===== src/rtl/pdm_pkg.sv =====
// Shared definitions for the PDM microphone peripheral: sample width,
// register map offsets and status word bit positions.
package pdm_pkg;

  localparam int PCM_W = 16;

  localparam logic [7:0] REG_DATA      = 8'h0C;
  localparam logic [7:0] REG_STATUS    = 8'h10;
  localparam logic [7:0] REG_THRESHOLD = 8'h14;

  localparam int STAT_EMPTY     = 0;
  localparam int STAT_FULL      = 1;
  localparam int STAT_OVERFLOW  = 2;
  localparam int STAT_UNDERFLOW = 3;
  localparam int STAT_LEVEL_LSB = 8;
  localparam int STAT_LEVEL_MSB = 13;

  // Pointer width: one extra bit beyond the index so full and empty differ.
  function automatic int ptr_w(input int depth);
    return $clog2(depth) + 1;
  endfunction

endpackage


===== src/rtl/pdm_pcm_fifo_mem.sv =====
// Sample storage: DEPTH x PCM_W register file, one synchronous write port
// and one asynchronous read port so the FIFO head falls through.
module pdm_pcm_fifo_mem #(
  parameter int DEPTH = 8,
  parameter int PCM_W = 16,
  parameter int AW    = $clog2(DEPTH)
) (
  input  logic             clk,
  input  logic             we,
  input  logic [AW-1:0]    waddr,
  input  logic [PCM_W-1:0] wdata,
  input  logic [AW-1:0]    raddr,
  output logic [PCM_W-1:0] rdata
);

  logic [PCM_W-1:0] mem_reg [DEPTH];

  always_ff @(posedge clk) begin
    if (we) begin
      mem_reg[waddr] <= wdata;
    end
  end

  assign rdata = mem_reg[raddr];

endmodule


===== src/rtl/pdm_pcm_fifo.sv =====
// FWFT sample FIFO between the CIC3 decimator and the bus register file,
// with sticky overflow/underflow flags and a watermark interrupt.
module pdm_pcm_fifo #(
  parameter int DEPTH = 8,
  parameter int PCM_W = pdm_pkg::PCM_W
) (
  input  logic                     clk,
  input  logic                     rst_n,
  input  logic                     enable,
  input  logic [PCM_W-1:0]         in_pcm,
  input  logic                     in_valid,
  input  logic                     pop,
  input  logic                     flush,
  input  logic                     clr_flags,
  input  logic [$clog2(DEPTH):0]   threshold,
  output logic [PCM_W-1:0]         out_data,
  output logic [$clog2(DEPTH):0]   level,
  output logic                     empty,
  output logic                     full,
  output logic                     overflow,
  output logic                     underflow,
  output logic                     irq
);

  import pdm_pkg::*;

  localparam int AW = $clog2(DEPTH);
  localparam int PW = ptr_w(DEPTH);

  logic [PW-1:0]    wr_ptr_reg, wr_ptr_next;
  logic [PW-1:0]    rd_ptr_reg, rd_ptr_next;
  logic             overflow_reg, overflow_next;
  logic             underflow_reg, underflow_next;
  logic [PW-1:0]    level_int;
  logic             empty_int, full_int;
  logic             push, pop_eff, push_ok;
  logic [PCM_W-1:0] head_data;

  assign level_int = wr_ptr_reg - rd_ptr_reg;
  assign empty_int = (level_int == '0);
  assign full_int  = (level_int == PW'(DEPTH));

  assign push    = enable & in_valid;
  assign pop_eff = pop & ~empty_int;
  // When full, a same-cycle pop frees the head slot, which is exactly the
  // slot wr_ptr addresses, so the write can land there safely.
  assign push_ok = push & (~full_int | pop_eff) & ~flush;

  always_comb begin
    wr_ptr_next    = wr_ptr_reg;
    rd_ptr_next    = rd_ptr_reg;
    overflow_next  = overflow_reg & ~clr_flags;
    underflow_next = underflow_reg & ~clr_flags;
    if (flush) begin
      wr_ptr_next    = '0;
      rd_ptr_next    = '0;
      overflow_next  = 1'b0;
      underflow_next = 1'b0;
    end else begin
      if (push_ok) begin
        wr_ptr_next = wr_ptr_reg + PW'(1);
      end
      if (pop_eff) begin
        rd_ptr_next = rd_ptr_reg + PW'(1);
      end
      // Flag set events win over a same-cycle clr_flags.
      if (push & full_int & ~pop_eff) begin
        overflow_next = 1'b1;
      end
      if (pop & empty_int) begin
        underflow_next = 1'b1;
      end
    end
  end

  always_ff @(posedge clk) begin
    if (!rst_n) begin
      wr_ptr_reg    <= '0;
      rd_ptr_reg    <= '0;
      overflow_reg  <= 1'b0;
      underflow_reg <= 1'b0;
    end else begin
      wr_ptr_reg    <= wr_ptr_next;
      rd_ptr_reg    <= rd_ptr_next;
      overflow_reg  <= overflow_next;
      underflow_reg <= underflow_next;
    end
  end

  pdm_pcm_fifo_mem #(
    .DEPTH (DEPTH),
    .PCM_W (PCM_W),
    .AW    (AW)
  ) u_mem (
    .clk   (clk),
    .we    (push_ok),
    .waddr (wr_ptr_reg[AW-1:0]),
    .wdata (in_pcm),
    .raddr (rd_ptr_reg[AW-1:0]),
    .rdata (head_data)
  );

  assign out_data  = empty_int ? '0 : head_data;
  assign level     = level_int;
  assign empty     = empty_int;
  assign full      = full_int;
  assign overflow  = overflow_reg;
  assign underflow = underflow_reg;
  // Threshold above DEPTH can never be reached since level saturates at DEPTH.
  assign irq = ((threshold != '0) && (level_int >= threshold)) | overflow_reg;

endmodule


===== config.mk =====
export PLATFORM = sky130hd
export DESIGN_NAME = pdm_pcm_fifo
export DESIGN_NICKNAME = d
export VERILOG_FILES = /design/src/rtl/pdm_pkg.sv /design/src/rtl/pdm_pcm_fifo_mem.sv /design/src/rtl/pdm_pcm_fifo.sv
export SDC_FILE = /design/constraint.sdc
export NUM_CORES = 1
export LEC_CHECK = 0
export CAP_MARGIN = 20
export CORE_UTILIZATION = 45
export CTS_BUF_LIST = sky130_fd_sc_hd__clkbuf_8
export DETAILED_ROUTE_END_ITERATION = 8
export PLACE_DENSITY = 0.76
export SLEW_MARGIN = 25
export SYNTH_ARGS = -nofsm -noshare
export SYNTH_HDL_FRONTEND = slang
export SYNTH_SLANG_ARGS = --single-unit

===== constraint.sdc =====
create_clock -name clk -period 8.5 [get_ports clk]
set_clock_uncertainty 0.2 [all_clocks]
set_input_delay 1.7 -clock clk [delete_from_list [all_inputs] [get_ports clk]]
set_output_delay 1.7 -clock clk [all_outputs]
set_load 0.05 [all_outputs]

; ---- Yosys cells after proc, flatten, opt, wreduce, memory -nomap -nowiden
; Memory sizes are Yosys's and may differ from the RTL's. A register that Yosys moved wholly into a read port is not among the register bits.
; Index checks and enable logic that the tools add are counted.
[word_totals]
ff_bits = 10
ram_bits = 128
in_bits = 27
output_inout_bits = 25
wordCells = 38
memories = 1
[mem_list]
columns = memory, depth, width, rd, rd_clocked_by_memory_dff, write_ports, line
row1 = u_mem.mem_reg, 8, 16, 1, 1, 1, pdm_pcm_fifo_mem.sv:16  ; logic [PCM_W-1:0] mem_reg [DEPTH];
[classes]
addsub = 3
n_lt_le_gt_ge = 1
n_eq_ne = 1
mux = 7
n_bitwise = 17
reduce_logical = 4
[op_table]
columns = cell, n
row1 = $mux 16, 1
row2 = $and 1x1->1, 9
row3 = $add 4x1->4 const B, 2
row4 = $mux 3, 2
row5 = $not 1->1, 6
row6 = $eq 4x4->1 const B, 1
row7 = $ge 4x4->1, 1
row8 = $logic_not 4->1, 1
row9 = $mux 1, 4
row10 = $reduce_bool 4->1, 1
row11 = $sub 4x4->4, 1
row12 = $or 1x1->1, 2
row13 = $reduce_or 2->1, 1
row14 = $logic_and 1x1->1, 1

; ---- Logic depth before layout (Yosys ltp)
; Gate-level depths: netlist (run 1).
[depth]
word_depth = 9
ltp_mapped = 10
mapped_depth_nobuf = 9

; ---- Modules after synthesis
; From an unflattened synthesis (run 1), not the netlist that was laid out.
[unflattened]
hier_cells = 301
area_unflattened_um2 = 5815.6
[by_module_without_submodules]
columns = mod, instances, cells_per_inst, area_each_um2, seq_area_each_um2
row1 = pdm_pcm_fifo_mem, 1, 198, 4973.5, 3843.7
row2 = pdm_pcm_fifo, 1, 103, 842.1, 200.2

; ---- Worst setup path before layout (run 1)
; Ideal clock, no wire load.
[synth_path]
path_type = input -> output
from = in threshold[0]
to = out irq
arrival_time_ps = 2958
required_ps = 6600
slack_ps = 3642
path_stages = 6
n_path_buf = 0
path_cell_list = ha_1 > nand2b_1 > a21o_1 > a21oi_1 > a211oi_1 > a211o_1
[synth_between]
elab_chain_len = 3
word_cells_on_any_way = 4
cone_classes = order compare: 1 / bitwise: 1 / reduce/logical: 2
[synth_rtl]
columns = element, line
row1 = "start, declared", pdm_pcm_fifo.sv:15  ; input logic [$clog2(DEPTH):0] threshold,
row2 = $ge 4x4->1 / $reduce_bool 4->1 (equally long branches), pdm_pcm_fifo.sv:110  ; assign irq = ((threshold != '0) && (level_int >= threshold)) | overflow_reg;
row3 = $logic_and 1x1->1 (*), pdm_pcm_fifo.sv:110
row4 = $or 1x1->1 (*), pdm_pcm_fifo.sv:110
row5 = "end, declared", pdm_pcm_fifo.sv:22  ; output logic irq
; Every way passes the cells marked *; elsewhere a longest branch is shown, timed or not.

; ---- Worst setup path in the final report (run 1)
; Same ends and word-level chain as after synthesis.

==> results.sh, run 1 <==
export IMPL_status="finished clean"
export IMPL_synth_seq_cells=141
export IMPL_port_buffers=51
export IMPL_viasPerCell=5.30
export IMPL_clkLatencyLatePin_ns=0.42
export IMPL_clk_pin_slew_ns=0.07
export IMPL_root_buffer="clkbuf_8"
export IMPL_clock_path_buffers=2
export IMPL_placed_cells_incl_taps=523
export IMPL_area_delta_synth_final_pct=21.3
export IMPL_r2r_start="wr_ptr_reg[0]"
export IMPL_slowest_stage="clkdlybuf4s50_1"
export IMPL_yosys_warnings=0
export IMPL_place_area_um2=6420
export IMPL_fin_area_um2=6860
export IMPL_netlist_area_um2=5660
export IMPL_cp_required_ns=6.60
export IMPL_finalSetupViolCount=0
export IMPL_ir_worst_vdd_mv=0.137
export IMPL_startpoint_type="input port"
export IMPL_r2r_cells=10
export IMPL_drcViolationCount=0
export IMPL_place_gp_congestion=0.756
export IMPL_hold_class="flop to flop"
export IMPL_timing_fmax_ghz=0.170
export IMPL_first_iter_violations=163
export IMPL_slew_viol_final=0
export IMPL_wl_mm=10.3
export IMPL_synthCells=304
export IMPL_antenna_left=0
export IMPL_cts_tree="built"
export IMPL_fin_util_pct=56.6
export IMPL_rrSetupSlack_ns=4.83
export IMPL_hpwl_mm=6.16
export IMPL_cp_num_cells=8
export IMPL_std_cell_rows=40
export IMPL_critical_path_top_delay_family="buffers and inverters"
export IMPL_layout_min_cycle_time_ns=5.90
export IMPL_regArea_um2=4110
export IMPL_antenna_found_initial=0
export IMPL_core_um2=12100
export IMPL_multi_input_area_um2=1480
export IMPL_cts_resized=0
export IMPL_endpoint="irq"
export IMPL_grt_max_degree=33
export IMPL_post_cts_buffers=0
export IMPL_die_w_um=114
export IMPL_hold_violations=0
export IMPL_numCtsBuffers=17
export IMPL_pin_count=52
export IMPL_largest_register_ffs=128
export IMPL_fin_setup_tns_ns=0
export IMPL_yosysSeqAreaShare_pct=72.5
export IMPL_fin_crit_sh_pct=69.4
export IMPL_p_leak_uw=0.00221
export IMPL_die_area_um2=13000
export IMPL_path_buf_inv=2
export IMPL_power_density_nw_per_um2=215
export IMPL_ys_types=34
export IMPL_wl_per_cell_um=18.5
export IMPL_relSlewSlack_pct=42.4
export IMPL_layout_drive_gt1_share_pct=20.5
export IMPL_cts_sinks=141
export IMPL_worstHoldStart="wr_ptr_reg[3]"
export IMPL_htree_levels=4
export IMPL_globalRouteOverflowTotal=0
export IMPL_first_pass_iters=4
export IMPL_endpoint_kind="primary output"
export IMPL_syn_avg_cell_area_um2=18.6
export IMPL_crit_fanout=2
export IMPL_worstReg2RegEnd="u_mem.mem_reg[1][4]"
export IMPL_finalNonFillerCells=554
export IMPL_synth_net_count=340
export IMPL_num_antenna_cells=0
export IMPL_worst_pin_slew_ns=0.860
export IMPL_grt_pass1_vias=2960
export IMPL_crit_chain="clkdlybuf4s50_1, ha_1, nand2b_1, a21o_1, a21oi_1, a211oi_1, a211o_1, clkdlybuf4s50_1"
export IMPL_final_nets=410
export IMPL_nFillCells=957
export IMPL_die_h_um=114
export IMPL_start_util_pct=46.7
export IMPL_cts_hold_buf=0
export IMPL_num_vias=2935
export IMPL_cpPeakStageDelay_ns=0.70
export IMPL_grt_use_total_pct=17.1
export IMPL_worstSetupPathType="input port to primary output"
export IMPL_crit_start="threshold[0]"
export IMPL_path_common_cell="clkdlybuf4s50_1"
export IMPL_maxCapViolations=0
export IMPL_rsz0062_at_grt="false"
export IMPL_grt_pass1_wl_mm=15.9
export IMPL_cp_data_arrival_time_ns=4.00
==> synthesized netlist by cell type (all sizes together) <==
master / count / area share, %
nand3: 2 / 0.18
nor2b: 2 / 0.22
nor3: 3 / 0.27
nand3b: 1 / 0.13
or3: 4 / 0.46
a211o: 1 / 0.15
buf: 5 / 0.49
a21oi: 8 / 0.77
nand2: 11 / 0.73
o21ai: 4 / 0.35
inv: 8 / 0.53
nand2b: 7 / 0.77
edfxtp: 128 / 68
o41a: 1 / 0.20
ha: 8 / 1.8
mux2i: 19 / 3.4
nand4: 1 / 0.11
nor4: 1 / 0.11
a211oi: 1 / 0.13
xnor2: 1 / 0.15
a31oi: 1 / 0.11
dfxtp: 13 / 4.6
nor2: 29 / 1.9
mux4: 32 / 13
a31o: 1 / 0.15
clkbuf: 6 / 0.40
xor2: 2 / 0.44
a21o: 2 / 0.27
fa: 1 / 0.35
a311o: 1 / 0.18
==> worst min-delay path, delay by kind of cell (launching register included) <==
family	cells	cell delay (ns)
flip-flops	1	0.33
AO/OA/AOI/OAI	2	0.14
==> placed cells by master, fill, tap and decap left out, types with 3 or more instances in the layout <==
cell type / count
inv_1: 10
ha_1: 8
dfxtp_1: 11
a21oi_1: 7
buf_4: 11
clkdlybuf4s50_1: 51
nor2_1: 29
edfxtp_1: 128
o21ai_0: 4
mux2i_1: 19
nand2_1: 11
mux4_2: 32
or3_1: 3
clkinvlp_4: 3
nand2b_1: 7
bufinv_16: 5
clkbuf_8: 17
==> per-layer routing <==
metal	vias up	track usage (%)	part of all wire [%]
met1	1524	21.4	42
met5	-	0	0
met3	4	4.82	3.8
met2	63	29.4	53
li1	1344	-	-
met4	0	4.42	0.51
==> kinds of logic after synthesis <==
| kind of cell | Yosys count | share of synthesized area, % |
|---|---|---|
| AOI/OAI and AO/OA | 20 | 2.32 |
| xor gates and xnor gates | 3 | 0.597 |
| adders and majority gates | 9 | 2.12 |
| buffers and inverters | 19 | 1.42 |
| DFF | 141 | 72.5 |
| muxes | 51 | 16.1 |
| and+or+nand+nor | 61 | 4.91 |
==> how the worst min path moves through the flow <==
stage	slack [ns]	depth (start not counted)	endpoint
2_1_floorplan	0.27	2	rd_ptr_reg[3]
3_3_place_gp	0.28	2	wr_ptr_reg[3]
3_5_place_dp	0.29	2	wr_ptr_reg[3]
4_1_cts	0.30	2	wr_ptr_reg[3]
5_1_grt	0.34	2	wr_ptr_reg[3]
6_report	0.31	2	wr_ptr_reg[3]
==> through the flow <==
step	hold WS (ns)	power, uW	setup slack [ns]
after CTS	0.305	1490	2.59
after global placement	0.284	914	2.67
after floorplan	0.270	862	3.64
final	0.305	1480	2.60
after detailed placement	0.294	917	2.59
after global routing	0.341	1520	2.48
==> layout make-up <==
| class | instances | share of cell area (%) |
|---|---|---|
| Multi-Input combinational cell | 144 | 21.6 |
| Sequential cell | 141 | 59.9 |
| Tap cell | 168 | 3.06 |
| Clock inverter | 14 | 2.95 |
| Timing Repair Buffer | 62 | 8.64 |
| Inverter | 8 | 0.438 |
| Clock buffer | 17 | 3.41 |
==> report_power, final <==
| group | leakage [uW] | switching [uW] | total, uW | internal (uW) |
|---|---|---|---|---|
| clock network | 0.000217 | 234 | 578 | 344 |
| registers | 0.00126 | 1.85 | 761 | 759 |
| logic | 0.000729 | 86.2 | 139 | 52.8 |
| total | 0.00221 | 322 | 1480 | 1160 |
Power figures use the tool's default switching activity.
==> inputs of run 2 (changes only) <==
==> constraint.sdc (replaced) <==
create_clock -name clk -period 5.9 [get_ports clk]
set_clock_uncertainty 0.2 [all_clocks]
set_input_delay 1.18 -clock clk [delete_from_list [all_inputs] [get_ports clk]]
set_output_delay 1.18 -clock clk [all_outputs]
set_load 0.05 [all_outputs]
==> run 2 against run 1 <==
Effect of this change: total power rose by 46%; design area increased by 0.27%; critical endpoint is now empty; first-iteration DRC count decreased by 19%.
==> results.sh, run 2 (synthesis gave the netlist of run 1 again) <==
export IMPL_worstReg2RegEnd="u_mem.mem_reg[1][3]"
export IMPL_grt_pass1_vias=3011
export IMPL_wl_per_cell_um=19.0
export IMPL_multi_input_area_um2=1480
export IMPL_drcViolationCount=0
export IMPL_pin_count=52
export IMPL_grt_max_degree=33
export IMPL_cts_resized=0
export IMPL_wl_mm=10.5
export IMPL_status="finished clean"
export IMPL_cts_sinks=141
export IMPL_hpwl_mm=6.45
export IMPL_globalRouteOverflowTotal=0
export IMPL_antenna_left=0
export IMPL_nFillCells=959
export IMPL_rrSetupSlack_ns=2.21
export IMPL_p_total_uw=2150
export IMPL_clk_pin_slew_ns=0.08
export IMPL_numCtsBuffers=17
export IMPL_crit_fanout=23
export IMPL_post_cts_buffers=0
export IMPL_hold_class="flop to flop"
export IMPL_hold_violations=0
export IMPL_timing_fmax_ghz=0.202
export IMPL_first_pass_iters=4
export IMPL_antenna_found_initial=0
export IMPL_cts_hold_buf=0
export IMPL_ir_worst_vdd_mv=0.167
export IMPL_grt_pass1_wl_mm=16.5
export IMPL_endpoint_kind="primary output"
export IMPL_min_to="rd_ptr_reg[3]"
export IMPL_grt_use_total_pct=17.7
export IMPL_area_delta_synth_final_pct=21.6
export IMPL_die_area_um2=13000
export IMPL_layout_drive_gt1_share_pct=20.9
export IMPL_maxCapViolations=0
export IMPL_fin_crit_sh_pct=83.9
export IMPL_core_um2=12100
export IMPL_final_cell_mix="edfxtp_1, clkdlybuf4s50_1, mux4_2"
export IMPL_cp_required_ns=4.52
export IMPL_fin_setup_tns_ns=0
export IMPL_r2r_start="wr_ptr_reg[0]"
export IMPL_relSlewSlack_pct=41.5
export IMPL_final_common_cell="edfxtp_1"
export IMPL_regArea_um2=4110
export IMPL_rsz0062_at_grt="false"
export IMPL_htree_levels=4
export IMPL_cp_data_arrival_time_ns=3.57
export IMPL_start_util_pct=46.7
export IMPL_startpoint_type="flop"
export IMPL_first_iter_violations=132
export IMPL_clock_path_buffers=2
export IMPL_slew_viol_final=0
export IMPL_power_density_nw_per_um2=313
export IMPL_largest_register_ffs=128
export IMPL_root_buffer="clkbuf_8"
export IMPL_place_gp_congestion=0.781
export IMPL_cts_tree="built"
export IMPL_r2r_cells=10
export IMPL_final_nets=410
export IMPL_layout_min_cycle_time_ns=4.95
export IMPL_port_buffers=51
export IMPL_worstHoldStart="rd_ptr_reg[3]"
export IMPL_finalSetupViolCount=0
export IMPL_worst_pin_slew_ns=0.877
export IMPL_num_vias=2927
export IMPL_die_w_um=114
export IMPL_worstSetupPathType="flop to primary output"
export IMPL_num_antenna_cells=0
export IMPL_p_leak_uw=0.00221
export IMPL_clkLatencyLatePin_ns=0.42
export IMPL_std_cell_rows=40
export IMPL_viasPerCell=5.27
export IMPL_hold_depth=2
export IMPL_die_h_um=114
==> run 2: cell types whose count changed in the layout (fill, tap and decap cells not counted), sizes merged <==
cell      before  now
clkinvlp       3    2
clkinv         4    8
inv           10    8
==> run 2: how the worst max path moves through the flow <==
stage	from	end	slack, ns
finish	wr_ptr_reg[0]	empty	0.95
detailed placement	threshold[0]	irq	0.99
global route	wr_ptr_reg[0]	empty	0.79
CTS	wr_ptr_reg[0]	empty	0.92
global placement	threshold[0]	irq	1.11
floorplan	wr_ptr_reg[0]	out_data[10]	1.70
==> run 2: critical path: stages (launching register included) <==
cell and delay [ns]:
dfxtp_1 0.48, inv_1 0.11, ha_1 0.22, inv_1 0.07, fa_1 0.46, or3_2 0.54
a21oi_2 0.12, buf_4 0.29, clkdlybuf4s50_1 0.86
==> run 2: where the power goes <==
group / switching [uW] / internal, uW
logic: 120 / 76.2
registers: 6.96 / 1090
clock network: 354 / 503
==> run 2: layout make-up <==
type,instances,area share [%]
clock buffer,17,3.40
clock inverter,15,3.22
inverter,8,0.437
multi-input combinational,144,21.6
sequential,141,59.7
tap,168,3.06
timing repair buffer,62,8.62
==> run 2: through the flow <==
| stage | util [%] | std cells | setup WS, ns | hold WS (ns) | instance area (um^2) |
|---|---|---|---|---|---|
| CTS | 56.8 | 555 | 0.920 | 0.312 | 6880 |
| finish | 56.8 | 555 | 0.953 | 0.315 | 6880 |
| global route | 56.8 | 555 | 0.785 | 0.326 | 6880 |
| floorplan | - | 304 | 1.70 | 0.270 | 5660 |
| detailed placement | 53.0 | 523 | 0.990 | 0.297 | 6420 |
| global placement | 53.0 | 523 | 1.11 | 0.285 | 6420 |
==> run 2: per-layer routing <==
layer	GRT usage (%)	part of all wire, %
met5	0	0
met4	6.06	0.74
met3	4.02	3.6
met2	30.5	53
met1	22.3	43
